<file path="config.mk">
export PLATFORM = sky130hd
export DESIGN_NAME = dm_arbiter_flat
export DESIGN_NICKNAME = d
export VERILOG_FILES = /design/src/rtl/dm_arbiter_if.sv /design/src/rtl/dm_arbiter.sv /design/src/flat_wrapper.sv
export SDC_FILE = /design/constraint.sdc
export NUM_CORES = 1
export LEC_CHECK = 0
export BUFFER_PORTS_ARGS = -buffer_cell sky130_fd_sc_hd__clkbuf_2
export CORE_MARGIN = 1.5
export CORE_UTILIZATION = 35
export DETAILED_ROUTE_END_ITERATION = 8
export PLACE_DENSITY_LB_ADDON = 0.1
export SKIP_CTS_REPAIR_TIMING = 1
export SLEW_MARGIN = 20
export SYNTH_ARGS = -nofsm -noshare
export SYNTH_HDL_FRONTEND = slang
export SYNTH_SLANG_ARGS = --single-unit
export TNS_END_PERCENT = 30
</file>
<file path="constraint.sdc">
create_clock -name Clk -period 12.4 [get_ports Clk]
set_input_delay 1.86 -clock Clk [delete_from_list [all_inputs] [get_ports Clk]]
set_output_delay 1.86 -clock Clk [all_outputs]
set_load 0.02 [all_outputs]
</file>
<file path="src/rtl/dm_arbiter_if.sv">
// Port bundle for dm_arbiter: two requester ports with req/ack handshake plus the data-memory side.
interface dm_arbiter_if;
  logic        req0, we0, ack0, err0;
  logic [31:0] addr0, wd0, rd0;
  logic [2:0]  op0;
  logic        req1, we1, ack1, err1;
  logic [31:0] addr1, wd1, rd1;
  logic [2:0]  op1;
  logic        dm_wr, busy;
  logic [31:0] dm_a, dm_wd, dm_rd;
  logic [2:0]  dm_op;

  modport slave (
    input  req0, we0, addr0, wd0, op0,
    input  req1, we1, addr1, wd1, op1,
    input  dm_rd,
    output ack0, err0, rd0, ack1, err1, rd1,
    output dm_wr, dm_a, dm_wd, dm_op, busy
  );

  modport master (
    output req0, we0, addr0, wd0, op0,
    output req1, we1, addr1, wd1, op1,
    output dm_rd,
    input  ack0, err0, rd0, ack1, err1, rd1,
    input  dm_wr, dm_a, dm_wd, dm_op, busy
  );
endinterface

</file>
<file path="src/rtl/dm_arbiter.sv">
// Two-port data-memory arbiter: req sampled at T, one ACCESS cycle, ack at T+2; losers wait with req held.
// Fixed priority (port 0) with a HOLD_MAX starvation guard; define DM_ARB_RR_EN for round-robin ties.
module dm_arbiter #(
  parameter int unsigned HOLD_MAX = 4
) (
  input logic          Clk,
  input logic          Rst,
  dm_arbiter_if.slave  bus
);
  localparam logic [2:0] DM_w  = 3'd0;
  localparam logic [2:0] DM_h  = 3'd1;
  localparam logic [2:0] DM_b  = 3'd2;
  localparam logic [2:0] DM_hu = 3'd3;
  localparam logic [2:0] DM_bu = 3'd4;
  localparam logic [3:0] HOLD_LIM = 4'(HOLD_MAX);

  typedef enum logic [1:0] {IDLE, ACCESS, RESP} state_t;
  state_t state, state_nxt;

  logic        l_port, l_we;
  logic [31:0] l_addr, l_wd;
  logic [2:0]  l_op;
  logic        last_gnt;
  logic [3:0]  hold_cnt;
`ifdef DM_ARB_RR_EN
  logic        rr_ptr;
`endif
  logic        elig0, elig1, gnt_vld, gnt_port, other_elig, aligned;

  always_comb begin
    case (l_op)
      DM_w:        aligned = (l_addr[1:0] == 2'b00);
      DM_h, DM_hu: aligned = ~l_addr[0];
      default:     aligned = 1'b1;
    endcase
  end

  // The port just acked still shows req high in RESP; it only competes if the other port is also asking.
  always_comb begin
    elig0 = bus.req0;
    elig1 = bus.req1;
    if (state == RESP) begin
      if (!l_port && !bus.req1) elig0 = 1'b0;
      if (l_port && !bus.req0)  elig1 = 1'b0;
    end
    gnt_vld  = ((state == IDLE) || (state == RESP)) && (elig0 || elig1);
    gnt_port = elig1;
    if (elig0 && elig1) begin
      if (hold_cnt >= HOLD_LIM) gnt_port = ~last_gnt;
`ifdef DM_ARB_RR_EN
      else gnt_port = rr_ptr;
`else
      else gnt_port = 1'b0;
`endif
    end
    other_elig = gnt_port ? elig0 : elig1;
  end

  always_ff @(posedge Clk or posedge Rst) begin
    if (Rst) state <= IDLE;
    else     state <= state_nxt;
  end

  always_comb begin
    state_nxt  = state;
    bus.dm_wr  = 1'b0;
    bus.dm_a   = 32'd0;
    bus.dm_wd  = 32'd0;
    bus.dm_op  = 3'd0;
    bus.busy   = (state == ACCESS) || (state == RESP);
    case (state)
      IDLE:    if (gnt_vld) state_nxt = ACCESS;
      ACCESS: begin
        state_nxt = RESP;
        bus.dm_wr = l_we && aligned;
        bus.dm_a  = l_addr;
        bus.dm_wd = l_wd;
        bus.dm_op = l_op;
      end
      RESP:    state_nxt = gnt_vld ? ACCESS : IDLE;
      default: state_nxt = IDLE;
    endcase
  end

  always_ff @(posedge Clk or posedge Rst) begin
    if (Rst) begin
      l_port   <= 1'b0;
      l_we     <= 1'b0;
      l_addr   <= 32'd0;
      l_wd     <= 32'd0;
      l_op     <= 3'd0;
      last_gnt <= 1'b0;
      hold_cnt <= 4'd0;
`ifdef DM_ARB_RR_EN
      rr_ptr   <= 1'b0;
`endif
      bus.ack0 <= 1'b0;
      bus.ack1 <= 1'b0;
      bus.err0 <= 1'b0;
      bus.err1 <= 1'b0;
      bus.rd0  <= 32'd0;
      bus.rd1  <= 32'd0;
    end else begin
      bus.ack0 <= 1'b0;
      bus.ack1 <= 1'b0;
      bus.err0 <= 1'b0;
      bus.err1 <= 1'b0;
      if (gnt_vld) begin
        l_port   <= gnt_port;
        l_we     <= gnt_port ? bus.we1   : bus.we0;
        l_addr   <= gnt_port ? bus.addr1 : bus.addr0;
        l_wd     <= gnt_port ? bus.wd1   : bus.wd0;
        l_op     <= gnt_port ? bus.op1   : bus.op0;
        last_gnt <= gnt_port;
`ifdef DM_ARB_RR_EN
        rr_ptr   <= ~gnt_port;
`endif
        // Counts the current grant, so the guard fires once HOLD_MAX grants in a row have gone out.
        if (!other_elig)                               hold_cnt <= 4'd0;
        else if (state == IDLE || gnt_port != last_gnt) hold_cnt <= 4'd1;
        else if (hold_cnt != 4'hF)                      hold_cnt <= hold_cnt + 4'd1;
      end else if (state == IDLE) begin
        hold_cnt <= 4'd0;
      end
      if (state == ACCESS) begin
        if (l_port) begin
          bus.ack1 <= 1'b1;
          bus.err1 <= ~aligned;
          if (!l_we && aligned) bus.rd1 <= bus.dm_rd;
        end else begin
          bus.ack0 <= 1'b1;
          bus.err0 <= ~aligned;
          if (!l_we && aligned) bus.rd0 <= bus.dm_rd;
        end
      end
    end
  end
endmodule

</file>
<file path="src/flat_wrapper.sv">
// flat-port wrapper written by rule: the top's interface ports become plain ports
module dm_arbiter_flat 
#(
  parameter int unsigned HOLD_MAX = 4
)
  (Clk, Rst, bus_req0, bus_we0, bus_addr0, bus_wd0, bus_op0, bus_req1, bus_we1, bus_addr1, bus_wd1, bus_op1, bus_dm_rd, bus_ack0, bus_err0, bus_rd0, bus_ack1, bus_err1, bus_rd1, bus_dm_wr, bus_dm_a, bus_dm_wd, bus_dm_op, bus_busy);
  dm_arbiter_if bus_i ();
  input logic Clk;
  input logic Rst;
  input wire logic [$bits(bus_i.req0)-1:0] bus_req0;
  input wire logic [$bits(bus_i.we0)-1:0] bus_we0;
  input wire logic [$bits(bus_i.addr0)-1:0] bus_addr0;
  input wire logic [$bits(bus_i.wd0)-1:0] bus_wd0;
  input wire logic [$bits(bus_i.op0)-1:0] bus_op0;
  input wire logic [$bits(bus_i.req1)-1:0] bus_req1;
  input wire logic [$bits(bus_i.we1)-1:0] bus_we1;
  input wire logic [$bits(bus_i.addr1)-1:0] bus_addr1;
  input wire logic [$bits(bus_i.wd1)-1:0] bus_wd1;
  input wire logic [$bits(bus_i.op1)-1:0] bus_op1;
  input wire logic [$bits(bus_i.dm_rd)-1:0] bus_dm_rd;
  output wire logic [$bits(bus_i.ack0)-1:0] bus_ack0;
  output wire logic [$bits(bus_i.err0)-1:0] bus_err0;
  output wire logic [$bits(bus_i.rd0)-1:0] bus_rd0;
  output wire logic [$bits(bus_i.ack1)-1:0] bus_ack1;
  output wire logic [$bits(bus_i.err1)-1:0] bus_err1;
  output wire logic [$bits(bus_i.rd1)-1:0] bus_rd1;
  output wire logic [$bits(bus_i.dm_wr)-1:0] bus_dm_wr;
  output wire logic [$bits(bus_i.dm_a)-1:0] bus_dm_a;
  output wire logic [$bits(bus_i.dm_wd)-1:0] bus_dm_wd;
  output wire logic [$bits(bus_i.dm_op)-1:0] bus_dm_op;
  output wire logic [$bits(bus_i.busy)-1:0] bus_busy;
  assign bus_i.req0 = bus_req0;
  assign bus_i.we0 = bus_we0;
  assign bus_i.addr0 = bus_addr0;
  assign bus_i.wd0 = bus_wd0;
  assign bus_i.op0 = bus_op0;
  assign bus_i.req1 = bus_req1;
  assign bus_i.we1 = bus_we1;
  assign bus_i.addr1 = bus_addr1;
  assign bus_i.wd1 = bus_wd1;
  assign bus_i.op1 = bus_op1;
  assign bus_i.dm_rd = bus_dm_rd;
  assign bus_ack0 = bus_i.ack0;
  assign bus_err0 = bus_i.err0;
  assign bus_rd0 = bus_i.rd0;
  assign bus_ack1 = bus_i.ack1;
  assign bus_err1 = bus_i.err1;
  assign bus_rd1 = bus_i.rd1;
  assign bus_dm_wr = bus_i.dm_wr;
  assign bus_dm_a = bus_i.dm_a;
  assign bus_dm_wd = bus_i.dm_wd;
  assign bus_dm_op = bus_i.dm_op;
  assign bus_busy = bus_i.busy;
  dm_arbiter #(.HOLD_MAX(HOLD_MAX)) u_core (.Clk(Clk), .Rst(Rst), .bus(bus_i));
endmodule
</file>
* Yosys cells after proc, flatten, opt, wreduce, memory -nomap -nowiden
Cells that the tools add are included.
Operators by class: bitwise logic cells 3, mux-type cells 32, add/sub/neg operators 1, reduce and logical (&&, ||, !) cells 22, magnitude comparators 1, equal/unequal tests 8
Operators with widths (count):
- 2-to-1 mux 32 bit | 4
- 2-to-1 mux 4 bit | 5
- 2-to-1 mux 1 bit | 18
- != test 4 bit (second input constant) | 2
- logical AND 1 bit | 6
- 2-to-1 mux 3 bit | 2
- one-hot mux 2 bit (3 select lines) | 1
- AND reduction 3 bit | 2
- adder 4 x 1 -> 4 bit (second input constant) | 1
- >= comparator 4 x 3 -> 1 bit (second input constant) | 1
- logical NOT 1 bit | 4
- logical NOT 2 bit | 2
- logical OR 1 bit | 4
- equality test 3 x 1 -> 1 bit (second input constant) | 1
- equality test 3 x 2 -> 1 bit (second input constant) | 1
- logical NOT 3 bit | 1
- inverter 1 bit | 3
- equality test 2 x 1 -> 1 bit (second input constant) | 1
- equality test 2 bit (second input constant) | 1
- 2-to-1 mux 2 bit | 1
- != test 2 x 1 -> 1 bit (second input constant) | 1
- one-hot mux 1 bit (2 select lines) | 1
- AND reduction 2 bit | 1
- nonzero test 2 bit | 1
- 2 further kinds | 2
Word-level totals: output and inout bits 137, bits of input ports 172, register bits 143

* Depth between registers and ports, before layout
Gate-level depths: netlist of run 1.
depth after elaboration 11, depth in mapped cells 9, gate-level depth less buffers 6

* Least setup slack after synthesis of run 1
OpenSTA, ideal clock, no wires.
path type register -> output, start register u_core.state[1], end output bus_dm_wd[10], path buffers 2, stages on the path, launching flop included 6, arrival time 1401 ps, path slack 9139 ps, cells stage by stage dfrtp_1 > inv_1 > ha_1 > clkbuf_1 > clkbuf_1 > and2_1
On the way: longest elaborated chain between the ends 2
Ends and longest elaborated chain:
- start: declaration | line dm_arbiter.sv:18 | state_t state, state_nxt;
- start signal: assignment | line dm_arbiter.sv:61 | else state <= state_nxt;
- equality test 2 x 1 -> 1 bit | line dm_arbiter.sv:71 | case (state)
- 2-to-1 mux 32 bit | line dm_arbiter.sv:71
- end: declaration | line flat_wrapper.sv:29 | output wire logic [$bits(bus_i.dm_wd)-1:0] bus_dm_wd;
Every way passes these cells.

* Worst setup path after layout of run 1
start register u_core.state[1], end output bus_dm_a[13]
On the way: longest elaborated chain between the ends 2
Ends and longest elaborated chain:
- equality test 2 x 1 -> 1 bit | line dm_arbiter.sv:71
- 2-to-1 mux 32 bit | line dm_arbiter.sv:71
- end: declaration | line flat_wrapper.sv:28 | output wire logic [$bits(bus_i.dm_a)-1:0] bus_dm_a;
Every way passes these cells.

==> results_dict.tcl, run 1 <==
set metrics [dict create \
    ant_nets 0 \
    r2r_start "u_core.state[0]" \
    yosys_most_used_dff "dfrtp_1" \
    hpwl_mm 12.7 \
    fmax_mhz 254 \
    syn_area_mm2 0.00650 \
    clock_path_buffers 2 \
    clkPwrFrac_pct 22.8 \
    grt_max_degree 96 \
    r2r_setup_slack_ns 9.54 \
    switching_power_w 0.000992 \
    cp_max_fo 71 \
    postSynthCellCount 636 \
    hp-start "u_core.bus.rd0[26]" \
    rows 49 \
    clock_sinks 143 \
    leakage_nw 4.49 \
    clkLatencyLatePin_ns 0.41 \
    grt-ovfl-total 0 \
    synth_top_area_share_pct 55.1 \
    finalSetupTns_ns 0 \
    drt_iter0_drc 230 \
    synth_edf_count 0 \
    io_buffer_count 308 \
    syn_nets 814 \
    r2r_end "u_core.l_port" \
    tightest_slew_ns 0.928 \
    syn_area_per_cell_um2 10.2 \
    ys_seq_elements 143 \
    outcome "finished, violations left" \
    ys_types 31 \
    min_period_ns 3.94 \
    min_period_over_period_pct 31.8 \
    cp-start-kind "register" \
    clk_pin_slew_ns 0.07 \
    dr_total_vias 5513 \
    synth_top_area_cell "dfrtp_1" \
    r2r_cells 6 \
    design.die.area_mm2 0.0194 \
    fin_skew_ns 0.0112 \
    syn_to_final_growth_pct 35.8 \
    netSwitchingFraction_pct 40.4 \
    relSlewSlack_pct 38.1 \
    async_flop_share_pct 100 \
    p_int_w 0.00146 \
    ys_warn_count 0 \
    fin_nets 1105 \
    comb_power_share_pct 44.5 \
    final_hold_viol_count 0 \
    slew_violations 0 \
    core_mm2 0.0181 \
    worstSetupPathType "register to primary output" \
    p_per_area_mw_per_mm2 278 \
    start_util_pct 35.9 \
    cp.arrival_ns 2.08 \
    place_inst 1136 \
    ys_top_cells_by_area "dfrtp_1 (55%), mux2_2 (11%), nand2_1 (8.1%)" \
    cp.required_ns 10.54 \
    cts_tree "done" \
    max_cap_violations 0 \
    die_h_um 139 \
    root_buffer "clkbuf_16" \
    crit_path_end_kind "primary output" \
    fp.dieW_um 139 \
    grt.total_usage_pct 19.1 \
    utilization_pct 48.8 \
    drcViolationCount 22 \
    holdCritPathClass "register to register" \
    rsz0062_at_grt "false" \
    diodes 0 \
    routed_via_density 4.72 \
    hold-path-cell-count 1 \
    cts_made_buffers 17 \
    seqPwrFrac_pct 32.7 \
    cts_max_level 4 \
    wire_per_inst_um 15.7 \
    setup_violations 0 \
    drive_gt1_share_pct 44.6 \
    io_pins 309 \
    gp_congestion 0.769 \
    yosysSeqAreaShare_pct 55.1 \
    violations "DRC" \
    antenna_found_initial 0 \
    ir_drop_v 0.000167 \
    grt_pass1_vias 5391 \
    grt_pass1_wl_mm 29.0 \
    final_cells 1169 \
    dr.pass1.iters 8 \
    wirelength_mm 18.3 \
    min_to "u_core.bus.rd0[26]" \
]
[layout by cell type (no fill, tap or decap), types with 6 or more instances in the layout]
| master | synthesis | layout |
|---|---|---|
| clkbuf_2 | 0 | 308 |
| clkbuf_16 | 0 | 17 |
| and2_1 | 69 | 69 |
| dfrtp_1 | 143 | 143 |
| a31oi_1 | 68 | 68 |
| mux2_2 | 64 | 64 |
| buf_4 | 6 | 7 |
| nor2_1 | 70 | 70 |
| inv_1 | 7 | 6 |
| nand2_1 | 140 | 140 |
| inv_6 | 0 | 6 |
[layer usage]
| layer | share of wire, % | routed length (um) | GRT usage, % | up-vias |
|---|---|---|---|---|
| met5 | 0 | 0 | 0 | - |
| met4 | 2.3 | 430 | 7.50 | 0 |
| met3 | 7.9 | 1440 | 5.33 | 28 |
| met2 | 46 | 8460 | 31.0 | 196 |
| met1 | 44 | 8000 | 24.2 | 2580 |
| li1 | - | - | - | 2709 |
[flip-flops by register name (all words and copies together), names as in the netlist, 2 cells and up]
| signal | count |
|---|---|
| u_core.l_addr | 32 |
| u_core.l_wd | 32 |
| u_core.bus.rd1 | 32 |
| u_core.bus.rd0 | 32 |
| u_core.state | 2 |
| u_core.l_op | 3 |
| u_core.hold_cnt | 4 |
[through the flow]
stage	area (um2)	hold WS (ns)	power, W	setup slack, ns
after global routing	8820	0.516	0.00262	8.27
after floorplan	6500	0.471	0.00156	6.70
after global placement	8150	0.474	0.00190	7.99
after CTS	8800	0.489	0.00248	8.40
final	8820	0.485	0.00245	8.46
after detailed placement	8150	0.475	0.00191	7.97
[worst max-delay path by stage]
stage / start / endpoint / cells after the start
6_report: u_core.state[1] / bus_dm_a[13] / 5
5_1_grt: u_core.state[1] / bus_dm_wr / 5
4_1_cts: bus_req1 / u_core.l_port / 5
3_5_place_dp: bus_req1 / u_core.l_port / 5
3_3_place_gp: bus_req1 / u_core.l_port / 5
2_1_floorplan: Rst / u_core.bus.ack0 / 1
[cells by family (layout without fill, tap and decap cells)]
family	count (synthesis)	after routing	share of synthesized area (%)
muxes	67	67	11.6
adders and majority gates	6	6	1.15
AOI/OAI and AO/OA	79	79	7.82
buffers and inverters	51	355	4.29
and+or+nand+nor	290	290	20.1
DFF	143	143	55.1
[synthesized netlist by cell type (2+ instances only)]
library cell,instances
a21oi_1,2
a22o_1,2
a31oi_1,68
and2_1,69
and3_1,2
buf_2,16
buf_4,6
buf_6,6
clkbuf_1,15
dfrtp_1,143
ha_1,6
inv_1,7
mux2_1,2
mux2_2,64
nand2_1,140
nor2_1,70
nor2b_1,2
o21ai_0,3
[worst max-delay path, stage by stage (launching register included)]
cell	delay, ns
dfrtp_1	0.41
inv_1	0.11
ha_2	0.17
buf_4	0.53
and2_1	0.25
clkbuf_2	0.17
[cell type report]
cell class | count | area [um2]
sequential | 143 | 3580
inverter | 7 | 31.3
tap | 229 | 287
clock buffer | 19 | 443
fill | 1807 | 9260
clock inverter | 13 | 200
timing repair buffer | 316 | 1620
multi-input combinational | 442 | 2660
[power by group through the flow]
stage	combinational (W)	sequential [W]	clock (W)
3_3_place_gp	0.00109	0.000807	0
4_1_cts	0.00110	0.000804	0.000574
3_5_place_dp	0.00110	0.000811	0
5_1_grt	0.00119	0.000833	0.000595
6_report	0.00109	0.000803	0.000559
2_1_floorplan	0.000640	0.000918	0
Power figures use the tool's default switching activity.
==> run 2, diff against run 1 <==
==> constraint.sdc (replaced) <==
create_clock -name Clk -period 4 [get_ports Clk]
set_input_delay 0.6 -clock Clk [delete_from_list [all_inputs] [get_ports Clk]]
set_output_delay 0.6 -clock Clk [all_outputs]
set_load 0.02 [all_outputs]
==> run 2 against run 1 <==
The flow still finishes with violations (DRC). Sequential share of layout area increased by 0.092 points. Combinational power rose to 3.1 times the previous value. Worst hold slack worse by 0.34 ns.
==> results_dict.tcl, run 2 (synthesized netlist as in run 1, its figures left out) <==
set metrics [dict create \
    dr_total_vias 5534 \
    rsz0062_at_grt "false" \
    io_pins 309 \
    wirelength_mm 18.0 \
    grt-ovfl-total 0 \
    drt_iter0_drc 206 \
    wire_per_inst_um 15.3 \
    finalSetupTns_ns 0 \
    fin_nets 1107 \
    crit_path_max_incr_delay_ns 0.49 \
    holdCritPathClass "input pin to asynchronous set/reset pin" \
    setup_violations 0 \
    slew_violations 0 \
    hpwl_mm 13.2 \
    multi_input_area_mm2 0.00266 \
    drive_gt1_share_pct 44.7 \
    core_mm2 0.0181 \
    crit_path_end_kind "primary output" \
    cts_made_buffers 17 \
    cts_tree "done" \
    cp_max_fo 43 \
    r2r_cells 7 \
    final_hold_viol_count 0 \
    crit_buf_inv 3 \
    relSlewSlack_pct 49.2 \
    crit_cells 5 \
    violations "DRC" \
    io_buffer_count 308 \
    start_util_pct 35.9 \
    cts_max_level 4 \
    antenna_found_initial 0 \
    worstSetupPathType "register to primary output" \
    fp.dieW_um 139 \
    path_delay_family "buffers and inverters" \
    fin_skew_ns 0.00783 \
    clock_sinks 143 \
    final_common_cell "clkbuf_2" \
    root_buffer "clkbuf_16" \
    clkLatencyLatePin_ns 0.42 \
    drcViolationCount 23 \
    clk_pin_slew_ns 0.06 \
    grt_max_degree 87 \
    cp-start-kind "register" \
    grt.total_usage_pct 18.8 \
    min_period_ns 2.79 \
    max_cap_violations 0 \
    tightest_slew_ns 0.760 \
    min_period_over_period_pct 69.7 \
    clock_path_buffers 2 \
    fmax_mhz 359 \
    cp.arrival_ns 2.19 \
    layout_common_cells "clkbuf_2 (308), dfrtp_1 (143), nand2_1 (140)" \
    gp_congestion 0.782 \
    place_inst 1138 \
    diodes 0 \
    critPathSlowestCell "ha_2" \
    holdWs_ns 0.145 \
    dr.pass1.iters 6 \
    ant_nets 0 \
    leakage_nw 4.46 \
    worstPathCellList "inv_1, ha_2, buf_4, and2_1, clkbuf_2" \
    final_cells 1170 \
    routed_via_density 4.73 \
    syn_to_final_growth_pct 35.5 \
    register_area_mm2 0.00358 \
    outcome "finished, violations left" \
    cp.required_ns 3.40 \
    nFillCells 1766 \
    grt_pass1_wl_mm 28.8 \
    rows 49 \
    design.die.area_mm2 0.0194 \
    grt_pass1_vias 5501 \
    ir_drop_v 0.000321 \
    p_per_area_mw_per_mm2 837 \
    die_h_um 139 \
]
[run 2: cell types whose count changed in the layout (fill, tap and decap cells not counted), sizes merged]
cell / before / now
clkbuf: 327 / 326
clkinvlp: 1 / 5
inv: 13 / 8
buf: 8 / 10
clkinv: 2 / 6
bufinv: 4 / 1
[run 2: area by class of cell]
| type | instances | share of cell area [%] |
|---|---|---|
| clock buffers | 18 | 4.99 |
| clock inverters | 13 | 1.31 |
| inverters | 7 | 0.341 |
| multi-input cells | 442 | 30.3 |
| flip-flops and latches | 143 | 40.6 |
| well taps | 229 | 3.25 |
| repair buffers | 318 | 19.2 |
[run 2: metrics by stage]
stage	total power (W)	setup WS (ns)	util [%]	cell area [um2]
finish	0.00737	1.21	48.7	8800
global route	0.00789	0.970	48.7	8800
CTS	0.00747	1.15	48.6	8780
detailed placement	0.00596	1.49	45.5	8230
global placement	0.00593	1.51	45.5	8230
floorplan	0.00483	1.61	-	6500
[run 2: report_power, final]
| part | total [W] | leakage (nW) | internal (W) | switching, W |
|---|---|---|---|---|
| clock | 0.00149 | 0.264 | 0.000868 | 0.000621 |
| combinational | 0.00336 | 2.51 | 0.00132 | 0.00204 |
| sequential | 0.00252 | 1.69 | 0.00215 | 0.000374 |
| total | 0.00737 | 4.46 | 0.00433 | 0.00304 |
[run 2: per-layer routing]
layer,wire length [um],vias to the layer above,GRT usage (%)
met5,0,-,0
met4,329,0,6.77
li1,-,2703,-
met3,1440,29,5.68
met2,8700,204,32.2
met1,7490,2598,22.3
[run 2: final timing paths]
path,from,to,slack [ns]
setup / recovery,u_core.state[1],bus_dm_a[24],1.21
hold / removal,Rst,u_core.bus.rd0[6],0.14
setup reg to reg,u_core.state[0],u_core.l_addr[30],1.55
hold reg to reg,u_core.bus.rd0[26],u_core.bus.rd0[26],0.49
max in group asynchronous,Rst,u_core.l_wd[18],3.04
min in group Clk,bus_wd0[1],u_core.l_wd[1],0.41
